==> src/rtl/icache_refill_ctrl.sv <==
// icache_refill_ctrl: direct-mapped I-cache lookup, miss stall and word-serial line refill.
// Optional hit/miss counters are built when ICACHE_PERF_EN is defined.
module icache_refill_ctrl #(
    parameter int ADDR_W = 32,
    parameter int LINES = 64,
    parameter int LINE_WORDS = 4,
    localparam int OFF = $clog2(LINE_WORDS * 4),
    localparam int IDX = $clog2(LINES),
    localparam int TAG = ADDR_W - IDX - OFF,
    localparam int RA = $clog2(LINES * LINE_WORDS / 2),
    localparam int WB = $clog2(LINE_WORDS)
) (
    input  logic              clk,
    input  logic              reset,
    input  logic [ADDR_W-1:0] fetch_addr,
    input  logic              fetch_req,
    input  logic              redirect,
    input  logic              flush,
    output logic              fetch_stall,
    output logic [RA-1:0]     ram_raddr,
    output logic              ram_we,
    output logic [RA-1:0]     ram_waddr,
    output logic [63:0]       ram_wdata,
    output logic              mem_req_valid,
    input  logic              mem_req_ready,
    output logic [ADDR_W-1:0] mem_req_addr,
    input  logic              mem_rsp_valid,
    input  logic [31:0]       mem_rsp_data
`ifdef ICACHE_PERF_EN
    ,
    output logic [31:0]       perf_hits,
    output logic [31:0]       perf_misses
`endif
);
    typedef enum logic [1:0] {RUN, REQ, RSP, REPLAY} state_t;
    state_t state;
    logic [LINES-1:0] valid;
    logic [TAG-1:0] tags [LINES];
    logic [ADDR_W-1:3] lk_addr, miss_addr;
    logic lk_valid, redirect_pend, flush_pend;
    logic [WB-1:0] w;
    logic [31:0] buffer;
    logic [IDX-1:0] lk_idx, miss_idx;
    logic miss, start, last, unused;

    assign unused = ^fetch_addr[2:0];
    assign lk_idx = lk_addr[OFF+IDX-1:OFF];
    assign miss_idx = miss_addr[OFF+IDX-1:OFF];
    assign miss = lk_valid && !(valid[lk_idx] && tags[lk_idx] == lk_addr[ADDR_W-1:OFF+IDX]);
    // flush and redirect both veto a refill start in the same cycle
    assign start = state == RUN && miss && !redirect && !flush;
    assign last = state == RSP && mem_rsp_valid && w == WB'(LINE_WORDS - 1);
    assign fetch_stall = state != RUN || start;
    assign ram_raddr = state == RUN ? fetch_addr[OFF+IDX-1:3] : miss_addr[OFF+IDX-1:3];
    assign ram_we = state == RSP && mem_rsp_valid && w[0];
    assign ram_waddr = RA'({miss_idx, w} >> 1);
    assign ram_wdata = ram_we ? {mem_rsp_data, buffer} : '0;
    assign mem_req_valid = state == REQ;
    assign mem_req_addr = mem_req_valid ? {miss_addr[ADDR_W-1:OFF], w, 2'b00} : '0;

    always_ff @(posedge clk or negedge reset) begin
        if (!reset) begin
            state <= RUN;
            valid <= '0;
            lk_addr <= '0;
            lk_valid <= 1'b0;
            miss_addr <= '0;
            w <= '0;
            buffer <= '0;
            redirect_pend <= 1'b0;
            flush_pend <= 1'b0;
        end else begin
            case (state)
                RUN: begin
                    if (start) begin
                        miss_addr <= lk_addr;
                        w <= '0;
                        redirect_pend <= 1'b0;
                        flush_pend <= 1'b0;
                        state <= REQ;
                    end else begin
                        lk_addr <= fetch_addr[ADDR_W-1:3];
                        lk_valid <= fetch_req && !redirect && !flush;
                    end
                end
                REQ: if (mem_req_ready) state <= RSP;
                RSP: if (mem_rsp_valid) begin
                    if (!w[0]) buffer <= mem_rsp_data;
                    w <= w + 1'b1;
                    if (last) lk_valid <= 1'b0;
                    state <= !last ? REQ : (redirect_pend || redirect) ? RUN : REPLAY;
                end
                REPLAY: begin
                    lk_addr <= miss_addr;
                    lk_valid <= !(redirect_pend || redirect);
                    state <= RUN;
                end
            endcase
            if (state != RUN) begin
                if (redirect) redirect_pend <= 1'b1;
                if (flush) flush_pend <= 1'b1;
            end
            // a flush seen during the refill also wipes the line just written
            if ((flush && state inside {RUN, REPLAY}) || (last && (flush_pend || flush))) valid <= '0;
            else if (last) valid[miss_idx] <= 1'b1;
        end
    end

    always_ff @(posedge clk)
        if (last) tags[miss_idx] <= miss_addr[ADDR_W-1:OFF+IDX];

`ifdef ICACHE_PERF_EN
    always_ff @(posedge clk or negedge reset) begin
        if (!reset) begin
            perf_hits <= '0;
            perf_misses <= '0;
        end else begin
            if (state == RUN && lk_valid && !miss && perf_hits != '1) perf_hits <= perf_hits + 1'b1;
            if (start && perf_misses != '1) perf_misses <= perf_misses + 1'b1;
        end
    end
`endif
endmodule

==> config.mk <==
export PLATFORM = sky130hd
export DESIGN_NAME = icache_refill_ctrl
export DESIGN_NICKNAME = d
export VERILOG_FILES = /design/src/rtl/icache_refill_ctrl.sv
export SDC_FILE = /design/constraint.sdc
export NUM_CORES = 1
export LEC_CHECK = 0
export BUFFER_PORTS_ARGS = -buffer_cell sky130_fd_sc_hd__buf_4
export CAP_MARGIN = 20
export CORE_MARGIN = 4
export CORE_UTILIZATION = 33
export CTS_CLUSTER_DIAMETER = 200
export CTS_CLUSTER_SIZE = 12
export DETAILED_ROUTE_END_ITERATION = 12
export PLACE_DENSITY = 0.47
export SLEW_MARGIN = 20
export SYNTH_ARGS = -nofsm -noshare
export SYNTH_HDL_FRONTEND = slang
export SYNTH_SLANG_ARGS = --single-unit
==> constraint.sdc <==
create_clock -name clk -period 4.2 [get_ports clk]
set_input_delay 0.84 -clock clk [delete_from_list [all_inputs] [get_ports clk]]
set_output_delay 0.84 -clock clk [all_outputs]
set_load 0.1 [all_outputs]
==> results of run 1 <==
-- kinds of logic after synthesis --
logic type                 count (synthesis)  synth area share (%)
and+or+nand+nor                          505                 4.050
buffers and inverters                    223                 2.032
adders and majority gates                  6                0.1189
xor gates and xnor gates                  18                0.2498
muxes                                    661                 16.24
other                                      1              0.005942
AOI/OAI and AO/OA                        368                 3.923
DFF                                     1569                 73.38
-- state kept, by name (all words and copies together), names as in the netlist --
| register | count |
|---|---|
| redirect_pend | 1 |
| lk_valid | 1 |
| w | 2 |
| buffer | 32 |
| miss_addr | 29 |
| flush_pend | 1 |
| state | 2 |
| tags | 1408 |
| valid | 64 |
| lk_addr | 29 |
-- layer usage --
metal	vias up	global-route usage, %	share of wire [%]
met1	19380	30.54	44
met3	237	3.365	6.5
met4	0	5.174	2.3
met2	1346	33.55	47
li1	14780	-	-
met5	-	0	0
-- final cells by class --
cell class	instances	share of cell area, %
Clock inverter	11	0.1743
Antenna cell	6	0.01955
Sequential cell	1569	60.36
Timing Repair Buffer	747	9.125
Tap cell	2511	4.091
Clock buffer	189	5.106
Inverter	15	0.08798
Multi-Input combinational cell	1560	21.04
-- worst paths after layout --
| kind | from | to | slack (ns) | cells after the start |
|---|---|---|---|---|
| worst max-delay path | lk_addr[4] | fetch_stall | -1.60 | 16 |
| worst min-delay path | reset | buffer[17] | 0.11 | 1 |
| worst max register to register | lk_addr[4] | lk_addr[28] | -0.74 | 19 |
| worst min register to register | valid[13] | valid[13] | 0.49 | 2 |
| max in group asynchronous | reset | miss_addr[8] | 3.24 | 2 |
| min in group clk | mem_rsp_data[10] | buffer[10] | 0.31 | 2 |
-- through the flow --
step	setup slack (ns)	total power [uW]	hold WS, ns	cells
after global routing	-1.697	56890	0.1451	6603
after floorplan	-0.05194	30960	0.4571	3352
final	-1.597	54980	0.1050	6608
after global placement	-1.165	41590	0.4711	6359
after CTS	-1.611	54760	0.08559	6581
after detailed placement	-1.126	41620	0.4772	6359
-- cells in the final DEF (no fill, tap or decap), types with 8 or more instances in the layout --
cell                        count
sky130_fd_sc_hd__buf_12        88
sky130_fd_sc_hd__nor2b_1       22
sky130_fd_sc_hd__nor3_1        12
sky130_fd_sc_hd__buf_16         8
sky130_fd_sc_hd__inv_1         11
sky130_fd_sc_hd__edfxtp_1    1408
sky130_fd_sc_hd__mux4_2       269
sky130_fd_sc_hd__and2_1       103
sky130_fd_sc_hd__a32oi_1        9
sky130_fd_sc_hd__and3_1        11
sky130_fd_sc_hd__nand3_1       31
sky130_fd_sc_hd__a22o_1         8
sky130_fd_sc_hd__nor2_2        53
sky130_fd_sc_hd__nand2_1       74
sky130_fd_sc_hd__buf_4        633
sky130_fd_sc_hd__mux2_2       107
sky130_fd_sc_hd__a21oi_1      110
sky130_fd_sc_hd__nor2_4        13
sky130_fd_sc_hd__dfrtp_2       24
sky130_fd_sc_hd__clkbuf_16    152
sky130_fd_sc_hd__clkbuf_1      38
sky130_fd_sc_hd__o22ai_1       24
sky130_fd_sc_hd__mux2i_1      233
sky130_fd_sc_hd__dfrtp_1      133
sky130_fd_sc_hd__nand2b_1      15
sky130_fd_sc_hd__nand4_1        9
sky130_fd_sc_hd__mux2_4        42
sky130_fd_sc_hd__nor2_1       105
sky130_fd_sc_hd__a22oi_1      102
sky130_fd_sc_hd__buf_6         11
sky130_fd_sc_hd__xnor2_1       11
sky130_fd_sc_hd__a31oi_1        8
sky130_fd_sc_hd__o21ai_0       18
-- power breakdown --
| part | internal (uW) | switching, uW |
|---|---|---|
| logic | 9710 | 13500 |
| clock network | 6500 | 5690 |
| registers | 18800 | 783 |
| total | 35000 | 20000 |
-- what timing repair did --
item                                    CTS  global route
endpoints found under the setup margin   66            64
pin swaps                                 5            14
gates resized for setup                  62            48
buffers inserted                         16            22
cloned                                    7             1
-- worst max-delay path, delay by kind of cell, from the launching register on --
family | cells | cell delay [ns]
xor gates and xnor gates | 1 | 0.18
buffers and inverters | 8 | 1.43
and+or+nand+nor | 3 | 1.08
DFF | 1 | 0.49
muxes | 1 | 0.36
AOI/OAI and AO/OA | 3 | 0.61
==> impl.org, run 1 <==
** Outcome
- The flow ran to the end, but the final reports show violations.
- The checks that failed: negative setup slack.

** Critical path
- STA classifies the critical path startpoint as a register.
- Element type at the critical path end :: output port
- STA puts the critical path data arrival time at approximately 5.0 ns.
- The largest single stage delay on the critical path is between 0.6 and 0.7 ns.
- In this run the worst path has a maximum fanout of 6.
- Walking the worst path, the cells encountered are buf_4 > bufbuf_16 > inv_8 > clkbuf_16 > buf_4 > mux4_2 > nor2b_2 > nor4_2 > a21oi_4 > xnor2_1 > a2111oi_2 > nand4_1 > buf_4 > a21oi_4 > clkinvlp_4 > buf_12.
- Most numerous cell on the critical path :: sky130_fd_sc_hd__buf_4
- For this design, the slowest cell found on the critical path is sky130_fd_sc_hd__nor4_2.
- Required time of the critical path :: around 3.4 ns
- The critical path in this run is classified as register to output port.

** Timing
- Timing would allow up to about 170 MHz.
- Tmin final :: just under 6 ns
- The worst path uses 138.0% of the clock period.
- For the final database, setup skew stands at 0.03228 ns.
- After routing, the total negative slack on setup checks comes to -33.81 ns.
- Setup violations remaining at the end of the flow were counted as 64.
- Remaining max-slew budget at the tightest pin :: 32.61%
- Setup repair after global routing missed its margin :: true
- Crit path setup slack, layout :: -1.597 ns
- Slew at the pin closest to its max-slew limit :: 1.008 ns
- The number of hold-slack violations in the final timing report is 0.
- Number of slew-limit violations in the final report :: 0

** Clocking
- The longest clock path from root to sink contains 3 buffers.
- Clock-pin slew reported for the worst setup and hold paths after clock tree synthesis :: ~0.060 ns
- Clock tree from TritonCTS :: done
- After clock tree synthesis, the flow added hold-fix buffers numbering 0.
- The clock reaches the later pin of the worst-skew pair after 0.77 ns.
- Clock root cell :: sky130_fd_sc_hd__clkbuf_16
- Clock sink count :: ~1,600
- Counting the buffers created by CTS gives 148.
- Max H-tree Level :: 4

** Cells and area
- Final design area excluding fillers :: 76,800 sq um
- The sequential cells in the finished layout cover a total of around 46,000 sq um.
- Once layout is complete, the utilization of the core stands at about 40%.
- Filler Cells Inserted :: roughly 17,000
- Share of post-route cells with drive strength above 1 :: approximately 36%
- Net count of the finished layout :: slightly above 4,000
- The area growth from synthesis to layout is 21.68%.
- In the final layout, the multi-input gates occupy roughly 16,000 sq um.

** GRT
- Maximum number of pins on one net before global-route repair :: just under 90
- The number of antenna violations at the first check in global routing is 10.
- Global routing finished with a remaining overflow of 0.
- The number of global-route vias before repair came to between 30,000 and 40,000.
- GRT Resource Usage Total :: between 20% and 30%
- First-pass GRT wire length :: 291,600 um

** Yosys
- The share of the Yosys chip area taken by registers is roughly three quarters.
- Portion of synthesized cell area occupied by the leading cell type :: 66.99%
- In this run the mean area of a mapped cell was between 15 and 20 sq um.
- After technology mapping, the gate count stands at 3,351.
- For this run, the leading register cell type out of synthesis is sky130_fd_sc_hd__edfxtp_1.
- Ranked by instance count, the synthesized netlist is headed by sky130_fd_sc_hd__edfxtp_1, sky130_fd_sc_hd__mux4_2, sky130_fd_sc_hd__mux2i_1.
- In the synthesized netlist the async set-or-reset flop fraction comes to 10.26%.
- Largest cells by area after synthesis :: sky130_fd_sc_hd__edfxtp_1, sky130_fd_sc_hd__mux4_2, sky130_fd_sc_hd__dfrtp_1
- Count of unique library cells instantiated by Yosys :: slightly above 80
- Summing every instance area after synthesis gives roughly 63,000 sq um.
- Post-synth EDFFs :: 1,408
- Yosys printed 0 warnings.
- Library cell occupying the most area in the post-synthesis netlist :: sky130_fd_sc_hd__edfxtp_1
- Number of flip-flops and latches in the synthesized netlist :: around 1,600
- In the post-synthesis netlist, the cell with the most instances is sky130_fd_sc_hd__edfxtp_1.

** Drt
- The first detailed-routing pass ran for 6 iterations.
- DRC violation count after routing :: 0
- Total length of routed wires :: ~210,000 um
- Total via count in the routed design :: approximately 36,000
- Dividing the detail-routed via count by the number of cells gives 5.409.
- After detailed routing, the average wire length per cell comes to 32.28 um.
- The detail route stage leaves a number of antenna-violating nets equal to 0.
- Iteration-0 DRC Markers :: 4,118

** Floorplanning
- Placeable core area :: between 150,000 and 200,000 sq um
- During I/O placement, the number of pins put on the boundary was ~180.
- Height of the chip :: ~450 um
- The die covers 198,300 sq um.
- Std cell rows :: 160
- In this run the horizontal extent of the chip is between 400 and 500 um.
- Starting density of the core :: ~33%

** Job
- Across the run, the number of max-cap violations was 0.

** Placed design
- Detail Placement HPWL :: 135,000 um
- Summing all placed instances gives a cell area of around 70,000 sq um.
- Final weighted congestion in routability-driven placement :: 0.8666
- Count of buffers inserted at the top-level ports :: 178

** Power and ir drop
- IR analysis of the VDD net gives a maximum drop of between 400 and 500 uV.
- For this design the static power due to leakage is approximately 0.027 uW.
- Pwr Density :: 715.9 nW/um^2

** Hold path
- Class of the most critical hold timing path :: input port to async pin
(Power assumes the default switching activity.)
==> run 2: changes to the inputs <==
--- a/config.mk
+++ b/config.mk
@@ -13,6 +13,7 @@
 export CTS_CLUSTER_SIZE = 12
 export DETAILED_ROUTE_END_ITERATION = 12
 export PLACE_DENSITY = 0.47
+export REMOVE_ABC_BUFFERS = 1
 export SLEW_MARGIN = 20
 export SYNTH_ARGS = -nofsm -noshare
 export SYNTH_HDL_FRONTEND = slang
==> impl.org, run 2 (synthesized netlist as in run 1, its figures left out) <==
** Cells and area
- Layout Utilization :: 40.65% (was 40.38%)
- The cell area after layout was 77,310 sq um (was 76,800 sq um).
- Synth-to-Final Area Change :: 22.50% (was 21.68%)
- The leading cell type in the layout, fill and taps excluded is sky130_fd_sc_hd__edfxtp_1 (unchanged).
- Largest regs :: tags x1408, valid x64, buffer x32 (unchanged)
- The fraction of layout instances using a drive strength above 1 was 37.81% (was 36.30%).
- The total of fill cells in the finished design was 17,090 (was 17,220).
- Net count of the finished layout :: 4,122 (was 4,118)
- Top register by number of flip-flops :: tags (unchanged)
- Largest register FFs :: 1,408 (unchanged)
- Commonest non-fill, non-tap cells in the layout: sky130_fd_sc_hd__edfxtp_1, sky130_fd_sc_hd__buf_4, sky130_fd_sc_hd__mux4_2 (unchanged).

** Floorplanning
- The number of rows in the core area came to 160 (unchanged).
- Height of the chip :: 445.3 um (unchanged)
- Placeable core area :: 190,200 sq um (unchanged)
- Width of the die :: 445.3 um (unchanged)
- Number of I/O pins :: 184 (unchanged)
- The area enclosed by the die boundary came to 198,300 sq um (unchanged).
- The starting utilization of the core area came to 33.19% (unchanged).

** Critical path
- The highest fanout seen on the critical path came to 9 (was 6).
- The sort of element at the end of the critical path was an output port (unchanged).
- Series of cell instances along the critical path :: buf_12 > buf_12 > mux4_2 > o211ai_1 > buf_4 > nand4_1 > xnor2_1 > nand2_1 > a2111oi_4 > nand4_1 > buf_4 > a21oi_4 > inv_2 > buf_12 (was buf_4 > bufbuf_16 > inv_8 > clkbuf_16 > buf_4 > mux4_2 > nor2b_2 > nor4_2 > a21oi_4 > xnor2_1 > a2111oi_2 > nand4_1 > buf_4 > a21oi_4 > clkinvlp_4 > buf_12)
- The data required time at the worst endpoint came to 3.36 ns (about the same).
- The kind of cell adding the most delay to the critical path was compound AO/OA/AOI/OAI gates (was buffers and inverters).
- Worst path max stage delay :: 0.54 ns (was 0.68 ns)
- Data arrival time of the critical path :: 4.88 ns (was 4.96 ns)
- The slowest stage cell on the critical path is sky130_fd_sc_hd__mux4_2 (was sky130_fd_sc_hd__nor4_2).
- The critical path class was register to output port (unchanged).
- The cell occurring most often along the worst timing path is sky130_fd_sc_hd__buf_12 (was sky130_fd_sc_hd__buf_4).
- Depth of the critical timing path with buffers and inverters included :: 14 (was 16)
- Path depth of the worst reg2reg path :: 16 (was 19)
- The sum of buffers and inverters on the critical path was 6 (was 8).
- The element type at the critical path start was a register (unchanged).

** Placed design
- The estimated wirelength of the detail-placed design came to 133,100 um (was 135,000 um).
- The final estimated routing congestion in global placement was 0.9132 (was 0.8666).
- The count of input and output buffers was 178 (unchanged).
- The pre-CTS worst setup slack is -1.377 ns (was -1.126 ns).
- The total cell area at the placement stage came to 71,480 sq um (was 71,710 sq um).

** GRT
- The number of global-route vias before repair was 34,760 (was 35,060).
- The first-pass GRT wire length came to 291,100 um (was 291,600 um).
- The overall fraction of global-route tracks in use came to 21.08% (was 21.13%).
- The number of antenna violations at the first check in global routing is 8 (was 10).
- Maximum number of pins on one net before global-route repair :: 72 (was 88)
- Overflow left after global routing :: 0 (unchanged)

** Timing
- Share of the clock period used by the worst path :: 136.1% (was 138.0%)
- The shortest clock period the worst path allows after layout was 5.717 ns (was 5.797 ns).
- Setup repair after global routing missed its margin :: true (unchanged)
- Number of slew-limit violations in the final report :: 0 (unchanged)
- The slew at the pin with the worst max-slew slack came to 0.9959 ns (was 1.008 ns).
- Upper clock frequency limit :: 174.9 MHz (was 172.5 MHz)
- The number of setup violations in the final report came to 63 (was 64).
- Clock tree skew after final layout :: 0.03843 ns (was 0.03228 ns)
- Remaining max-slew budget at the tightest pin :: 33.61% (was 32.61%)
- Final total negative setup slack :: -22.92 ns (was -33.81 ns)
- The final worst-path setup slack is -1.517 ns (was -1.597 ns).
- Number of hold violations in the final report :: 0 (unchanged)

** Drt
- Iteration count of the initial detailed-routing pass :: 6 (unchanged)
- The number of DRC violations after detailed routing is 0 (unchanged).
- The via density per instance came to 5.353 (was 5.409).
- The count of vias placed by the detailed router was 35,500 (was 35,740).
- The wire length reported by the detailed router is 213,200 um (was 213,300 um).
- The iteration-0 DRC count of the detailed router came to 4,039 (was 4,118).
- The residual antenna-violating net count after detailed routing was 0 (unchanged).
- WL/cell :: 32.15 um (was 32.28 um)

** Clocking
- The clock sink count was 1,569 (unchanged).
- Clk buf depth :: 3 (unchanged)
- The deepest level of the CTS H-tree is 4 (unchanged).
- The root buffer selected by CTS is sky130_fd_sc_hd__clkbuf_16 (unchanged).
- Clock tree from TritonCTS :: done (unchanged)
- The hold-fix buffer count after cts was 0 (unchanged).
- The later-pin clock latency in the skew report came to 0.82 ns (was 0.77 ns).
- The clock transition at the registers of the reported paths came to 0.06 ns (about the same).
- Number of buffers created by CTS :: 148 (unchanged)

** Power and ir drop
- Maximum resistive drop on vdd :: 322.5 uV (was 429.1 uV)
- The total power after layout came to 56,080 uW (was 54,980 uW).
- The power density over the cells came to 725.4 nW/um^2 (was 715.9 nW/um^2).
- The reported leakage power came to 0.02681 uW (was 0.02670 uW).

** Hold path
- The worst min-delay path class is input port to async pin (unchanged).

** Job
- The max capacitance violation total was 0 (unchanged).

** Outcome
- Failing checks :: negative setup slack (unchanged)
- Run status: finished, violations left (unchanged).
-- run 2: cell count changes in the layout (fill, tap and decap cells not counted), moves of 13 or more --
cell / delta
sky130_fd_sc_hd__clkbuf_1: +18
sky130_fd_sc_hd__mux2_4: -16
sky130_fd_sc_hd__a22oi_2: +13
sky130_fd_sc_hd__a22oi_1: -13
sky130_fd_sc_hd__buf_6: +15
sky130_fd_sc_hd__mux2_2: +19
sky130_fd_sc_hd__buf_12: -18
sky130_fd_sc_hd__nor2_4: +16
-- run 2: cell type report --
type | count | area, sq um | share of cell area [%]
Timing Repair Buffer | 751 | 7087 | 9.167
Antenna cell | 5 | 12.51 | 0.01618
Tap cell | 2511 | 3142 | 4.064
Sequential cell | 1569 | 46350 | 59.96
Clock buffer | 204 | 3914 | 5.062
Clock inverter | 16 | 230.2 | 0.2978
Multi-Input combinational cell | 1560 | 16510 | 21.35
Inverter | 15 | 61.31 | 0.07930
-- run 2: report_power, final --
group / leakage [uW] / total, uW / internal [uW] / switching [uW]
clock: 0.00200 / 12400 / 6510 / 5840
combinational: 0.00987 / 24100 / 10100 / 14000
sequential: 0.0149 / 19600 / 18800 / 843
total: 0.0268 / 56100 / 35300 / 20700
-- run 2: final timing paths --
kind | start | to | slack [ns]
max | lk_addr[4] | fetch_stall | -1.52
min | reset | valid[27] | 0.04
max reg2reg | lk_addr[4] | lk_addr[12] | -0.56
min reg2reg | valid[24] | valid[24] | 0.49
max in group asynchronous | reset | miss_addr[26] | 2.99
min in group clk | mem_rsp_data[29] | buffer[29] | 0.27
-- run 2: per-layer routing --
metal  vias to the layer above  wire (um)  GRT usage, %
met2                      1432      98680         32.97
met5                         -          0             0
met4                         0       7199         6.796
li1                      14840          -             -
met3                       272      13730         3.507
met1                     18960      93590         30.11
-- run 2: metrics by stage --
step                std cells  hold WS, ns
floorplan                3144       0.4571
global placement         6341       0.4702
detailed placement       6341       0.4777
CTS                      6596      0.03763
global route             6627      0.06363
finish                   6631      0.03771
-- run 2: repair_timing --
item                                    CTS  global route
gates cloned                              8             5
endpoints found under the setup margin   66            64
resized for setup                       113            96
pin swaps                                21            31
setup buffers                            28            28
